<file path="src/rtl/instr_decode_regfile.sv">
// instr_decode_regfile
//   Decode / register-file stage of the single-cycle MIPS datapath.
//   Splits the fetched instruction into its fields. It also holds the
//   32 x DATA_W register file, which has two combinational read ports and
//   one write port clocked on the rising edge.
//
//   Ports
//     clk          rising-edge clock for register writes
//     start_up_n   asynchronous active-low reset of the register file
//     instruction  32-bit instruction word from fetch
//     reg_dst      write-address select: 1 = rd, 0 = rt
//     reg_wr       write enable for bus_w
//     bus_w        write-back data
//     opcode/rs/rt/rd/shamt/funct/imm16   decoded instruction fields
//     rw           resolved write address
//     bus_a/bus_b  contents of registers rs / rt
//
//   Optional feature macro: REGFILE_BYPASS_EN
//     defined   -> write-through forwarding of bus_w onto bus_a/bus_b
//     undefined -> reads reflect stored contents only
module instr_decode_regfile #(
  parameter int                DATA_W  = 32,
  parameter logic [DATA_W-1:0] SP_INIT = DATA_W'(32'h7FFFEFFC),
  parameter logic [DATA_W-1:0] GP_INIT = DATA_W'(32'h10008000)
) (
  input  logic              clk,
  input  logic              start_up_n,
  input  logic [31:0]       instruction,
  input  logic              reg_dst,
  input  logic              reg_wr,
  input  logic [DATA_W-1:0] bus_w,
  output logic [5:0]        opcode,
  output logic [4:0]        rs,
  output logic [4:0]        rt,
  output logic [4:0]        rd,
  output logic [4:0]        shamt,
  output logic [5:0]        funct,
  output logic [15:0]       imm16,
  output logic [4:0]        rw,
  output logic [DATA_W-1:0] bus_a,
  output logic [DATA_W-1:0] bus_b
);

  // Field split (purely combinational)
  assign opcode = instruction[31:26];
  assign rs     = instruction[25:21];
  assign rt     = instruction[20:16];
  assign rd     = instruction[15:11];
  assign shamt  = instruction[10:6];
  assign funct  = instruction[5:0];
  assign imm16  = instruction[15:0];
  assign rw     = reg_dst ? instruction[15:11] : instruction[20:16];

  logic [31:0][DATA_W-1:0] regs_q, regs_d;

  // A write fires only with a non-zero address. The register file must
  // also be out of reset, so a write is dropped in the cycle reset falls.
  logic wr_fire;
  assign wr_fire = reg_wr && (rw != 5'd0) && start_up_n;

  always_comb begin
    regs_d = regs_q;
    if (wr_fire) regs_d[rw] = bus_w;
  end

  always_ff @(posedge clk or negedge start_up_n) begin
    if (!start_up_n) begin
      for (int i = 0; i < 32; i++)
        regs_q[i] <= (i == 28) ? GP_INIT : (i == 29) ? SP_INIT : '0;
    end else begin
      regs_q <= regs_d;
    end
  end

  // Read ports. $0 is forced to zero at the read, so the read never depends
  // on what storage holds for index 0.
  logic [DATA_W-1:0] rd_a, rd_b;
  assign rd_a = (rs == 5'd0) ? '0 : regs_q[rs];
  assign rd_b = (rt == 5'd0) ? '0 : regs_q[rt];

`ifdef REGFILE_BYPASS_EN
  // Write-through: the value being written this cycle is visible on a
  // matching read port before the edge. wr_fire already excludes $0.
  assign bus_a = (wr_fire && rw == rs) ? bus_w : rd_a;
  assign bus_b = (wr_fire && rw == rt) ? bus_w : rd_b;
`else
  assign bus_a = rd_a;
  assign bus_b = rd_b;
`endif

endmodule

</file>
<file path="config.mk">
export PLATFORM = sky130hd
export DESIGN_NAME = instr_decode_regfile
export DESIGN_NICKNAME = d
export VERILOG_FILES = /design/src/rtl/instr_decode_regfile.sv
export SDC_FILE = /design/constraint.sdc
export NUM_CORES = 2
export LEC_CHECK = 0
export ABC_AREA = 0
export BUFFER_PORTS_ARGS = -buffer_cell sky130_fd_sc_hd__buf_2
export CAP_MARGIN = 30
export CORE_ASPECT_RATIO = 1.2
export CORE_MARGIN = 3
export CORE_UTILIZATION = 50
export DETAILED_ROUTE_END_ITERATION = 8
export GPL_TIMING_DRIVEN = 0
export PLACE_DENSITY_LB_ADDON = 0.08
export SETUP_SLACK_MARGIN = 0.02
export SYNTH_ARGS = -nofsm -noshare
export SYNTH_HDL_FRONTEND = slang
export SYNTH_SLANG_ARGS = --single-unit
</file>
<file path="constraint.sdc">
create_clock -name clk -period 1.8 [get_ports clk]
set_clock_uncertainty 0.1 [all_clocks]
set_input_delay 0.09 -clock clk [delete_from_list [all_inputs] [get_ports clk]]
set_output_delay 0.09 -clock clk [all_outputs]
set_load 0.02 [all_outputs]
</file>
## After elaboration in Yosys (flattened, before gate mapping)

Cells that the tools add are included.

- Reduce and logical (&&, ||, !) cells: 6
- Multiplexer cells: 10
- Order comparisons: 4

Operators with widths:

| kind | number |
|---|---|
| bitwise mux 1024 bit | 1 |
| binary-select mux 32 bit (select 5 bit) | 2 |
| demux 32 bit (select 5 bit) | 1 |
| 2-to-1 mux 32 bit | 5 |
| less-than comparator 5 x 6 -> 1 bit, second input constant | 3 |
| zero test 5 bit | 2 |
| greater-or-equal comparator 5 x 1 -> 1 bit, second input constant | 1 |
| 2-to-1 mux 5 bit | 1 |
| nonzero test 5 bit | 1 |
| logical AND 1 bit | 3 |

- Logic and storage cells: 52
- Bits of input ports: 68
- Output and inout port bits: 117
- Flip-flop bits (word level): 1024

## Longest topological paths before layout

- Word-level depth: 6
- Mapped depth: 9
- Gate-level depth less buffers: 5

## Least setup slack after synthesis

OpenSTA, ideal clock, no wires.

- Kind: input -> output
- Start point: input port instruction[21]
- End point: output port bus_a[14]
- Buffers on the path: 4
- Required time: 1.610 ns
- Setup slack: -0.421 ns
- Arrival time: 2.031 ns
- Stages: 7
- Path through: clkbuf_1 > inv_1 > clkbuf_1 > buf_1 > clkbuf_1 > o2111ai_1 > a311oi_1

- Word-level cells in the longest chain between the ends: 3
- Elaborated cells on any way between the ends: 4
- Classes of those cells: 3 x mux; 1 x reduce/logical

RTL lines:

| item | line | text |
|---|---|---|
| start: declaration | 28 | `input logic [31:0] instruction,` |
| binary-select mux 32 bit (select 5 bit) | 78 | `assign rd_a = (rs == 5'd0) ? '0 : regs_q[rs];` |
| 2-to-1 mux 32 bit (implied by the code) | 78 |  |
| 2-to-1 mux 32 bit (*) | 78 |  |
| end: declaration | 40 | `output logic [DATA_W-1:0] bus_a,` |

Mark *: on every way between the ends. The rest lies on a longest branch, timed or not. The select of a mux whose other input is x is not followed.

## Worst setup path after layout

- Start point: register regs_q[770] (netlist bit)
- End point: output port bus_a[2]

- Word-level cells in the longest chain between the ends: 3

RTL lines:

| item | line | text |
|---|---|---|
| start: declaration | 54 | `logic [31:0][DATA_W-1:0] regs_q, regs_d;` |
| start signal: indexed assignment | 69 | `regs_q[i] <= (i == 28) ? GP_INIT : (i == 29) ? SP_INIT : '0;` |
| start signal: assignment | 71 | `regs_q <= regs_d;` |
| binary-select mux 32 bit (select 5 bit) | 78 |  |
| 2-to-1 mux 32 bit (implied by the code) | 78 |  |
| 2-to-1 mux 32 bit | 78 |  |

Every way passes these cells. The select of a mux whose other input is x is not followed.

==> results.yml <==
synthesis:
  avgSynthCellArea_um2: 14.3
  syn-cell-area_mm2: 0.0551
  async_flop_share_pct: 100
  synth-seq-cells: 1024
  ys_warn_count: 0
  synth-edff-count: 0
  synthCells: 3840
  synth_top_flop_cell: "dfrtp_1"
  ys_seq_area_share_pct: 46.6
  synth_cell_type_count: 47
  synthesis.nets: 3908
placement:
  gp_congestion: 0.972
  dp_hpwl_um: 161000
  io_buffers: 160
cells_and_area:
  regMostFlops: "regs_q"
  syn_to_final_growth_pct: 22.3
  final_layout_size_suffix_gt1_share_pct: 58.3
  largest_register_ffs: 1024
  final_common_cell: "mux2_2"
  final_nets: 4346
  top_regs: "regs_q (1024)"
  layout_common_cells: "mux2_2 (1,013), dfrtp_1 (994), mux4_2 (362)"
worst_setup_path:
  critPathLaunchType: "flip-flop"
  critPathKind: "reg -> out"
  startpoint: "regs_q[770]"
  cp.arrival_ns: 2.67
  cp-end-kind: "output pin"
  crit_fanout: 3
  timing.rr.start: "regs_q[498]"
  required_ns: 1.61
global_route:
  grt_first_pass_wirelength_um: 322000
  overflow: 0
  grt_pass1_vias: 41100
  antenna_found_initial: 7
  track_usage_pct: 40.8
  grt_max_degree: 159
routing:
  wirelength_um: 233000
  postRouteAntennaNets: 0
  drt_first_pass_iters: 7
  drt-initial-drc-count: 5100
  vias_per_cell: 7.04
  drc: 0
  via_count: 40700
  wl_per_cell_um: 40.3
die:
  die_area_mm2: 0.114
  core_mm2: 0.109
  pin_count: 185
  die_w_um: 309
  num_rows: 132
  initial_core_util_pct: 50.7
  die_height_um: 370
clock_tree:
  htreeDepth: 3
  cts_made_buffers: 110
  cts_tree: "done"
  cts_sinks: 1024
  clock_latency_ns: 0.72
  cts_buffer_depth: 3
  root_buffer: "clkbuf_16"
  cts.clk_slew.worst_paths_ns: 0.06
power_and_ir_drop:
  power_uw: 67100
  power_density_mw_per_mm2: 996
  ir_drop_uv: 897
  power.leakage_uw: 0.0306
sta:
  setup_viol: 1403
  fmax_mhz: 350
  finalHoldViolations: 0
  finalCriticalPeriod_ns: 2.86
  max_slew_margin_pct: 26.7
  tns_ns: -532.77
  fin_crit_sh_pct: 159
  slew_viol_final: 0
  rsz0062_at_grt: "true"
  layout_setup_ws_ns: -1.06
  worstMarginPinSlew_ns: 1.10
status:
  violations: "setup timing"
  outcome: "finished with violations"
min_path:
  hp-class: "in -> reg"
  worstHoldStart: "instruction[16]"
run:
  cap_violations: 0
[logic make-up after synthesis]
kind of cell	count (synthesis)	share of synthesized area (%)
muxes	1721	42.0
AOI/OAI and AO/OA	401	5.52
DFF	1024	46.6
and+or+nand+nor	204	1.82
buffers and inverters	490	4.11
[stage by stage]
step                      area [um^2]  setup WS [ns]  util [%]  hold slack [ns]  std cells
final                           67300          -1.06      62.0           0.0654       5784
after global placement          58800         -24.20      54.1            0.283       5407
after floorplan                 56200        -0.0797         -           -0.306       3840
after global routing            67300          -1.01      62.0           0.0543       5780
after detailed placement        59700          -2.14      55.0          -0.0881       5461
after CTS                       66300         -0.974      61.0          -0.0367       5741
[final timing paths]
kind,endpoint,slack (ns),cells past startpoint
worst max-delay path,bus_a[2],-1.06,4
worst min-delay path,regs_q[896],0.07,4
worst max register to register,regs_q[498],0.69,3
worst min register to register,regs_q[27],0.38,1
max in group asynchronous,regs_q[465],-0.38,6
min in group asynchronous,regs_q[256],0.13,3
[synthesized netlist by cell type, drive strengths merged (30+ instances only)]
cell | count | share of area [%]
a211oi | 72 | 1.0
a21oi | 32 | 0.29
a221oi | 45 | 0.72
a22oi | 54 | 0.74
a311oi | 32 | 0.51
buf | 230 | 2.3
clkbuf | 256 | 1.7
dfrtp | 994 | 45
dfstp | 30 | 1.4
mux2 | 1078 | 22
mux2i | 281 | 5.1
mux4 | 362 | 15
nand2 | 106 | 0.72
nor2b | 37 | 0.42
o21ai | 66 | 0.60
o221ai | 54 | 0.86
[worst max-delay path, cell delays in order (launching register included)]
cell	delay [ns]
dfrtp_1	0.43
mux4_2	0.48
a22oi_2	0.59
a311oi_2	0.21
buf_2	0.22
[power breakdown]
part | switching, uW | internal [uW] | total [uW]
combinational | 6730 | 7290 | 14000
sequential | 2590 | 26400 | 29000
clock | 10200 | 13900 | 24100
total | 19500 | 47500 | 67100
[per-layer routing]
layer	GRT usage, %	wire, um	up-vias
met3	12.5	24800	794
met4	26.8	18300	6
met2	60.9	103000	2641
met5	0	38	-
li1	-	-	15600
met1	51.6	86600	21700
[layout make-up]
cell class / instances / area (um^2)
Fill cell: 8422 / 41300
Multi-Input combinational cell: 2326 / 29500
Sequential cell: 1024 / 25700
Buffer: 481 / 3340
Clock buffer: 159 / 3260
Timing Repair Buffer: 331 / 3230
Tap cell: 1407 / 1760
Clock inverter: 47 / 520
Inverter: 4 / 18.8
Antenna cell: 5 / 12.5
[what timing repair did]
action	in CTS	in global routing
cloned	3	1
endpoints found under the hold margin	979	314
pin swaps	77	77
resized for setup	535	193
setup endpoints to repair	1199	1474
setup buffers	39	38
hold buffers	35	1
No activity file was read; power rests on OpenSTA's default activity.
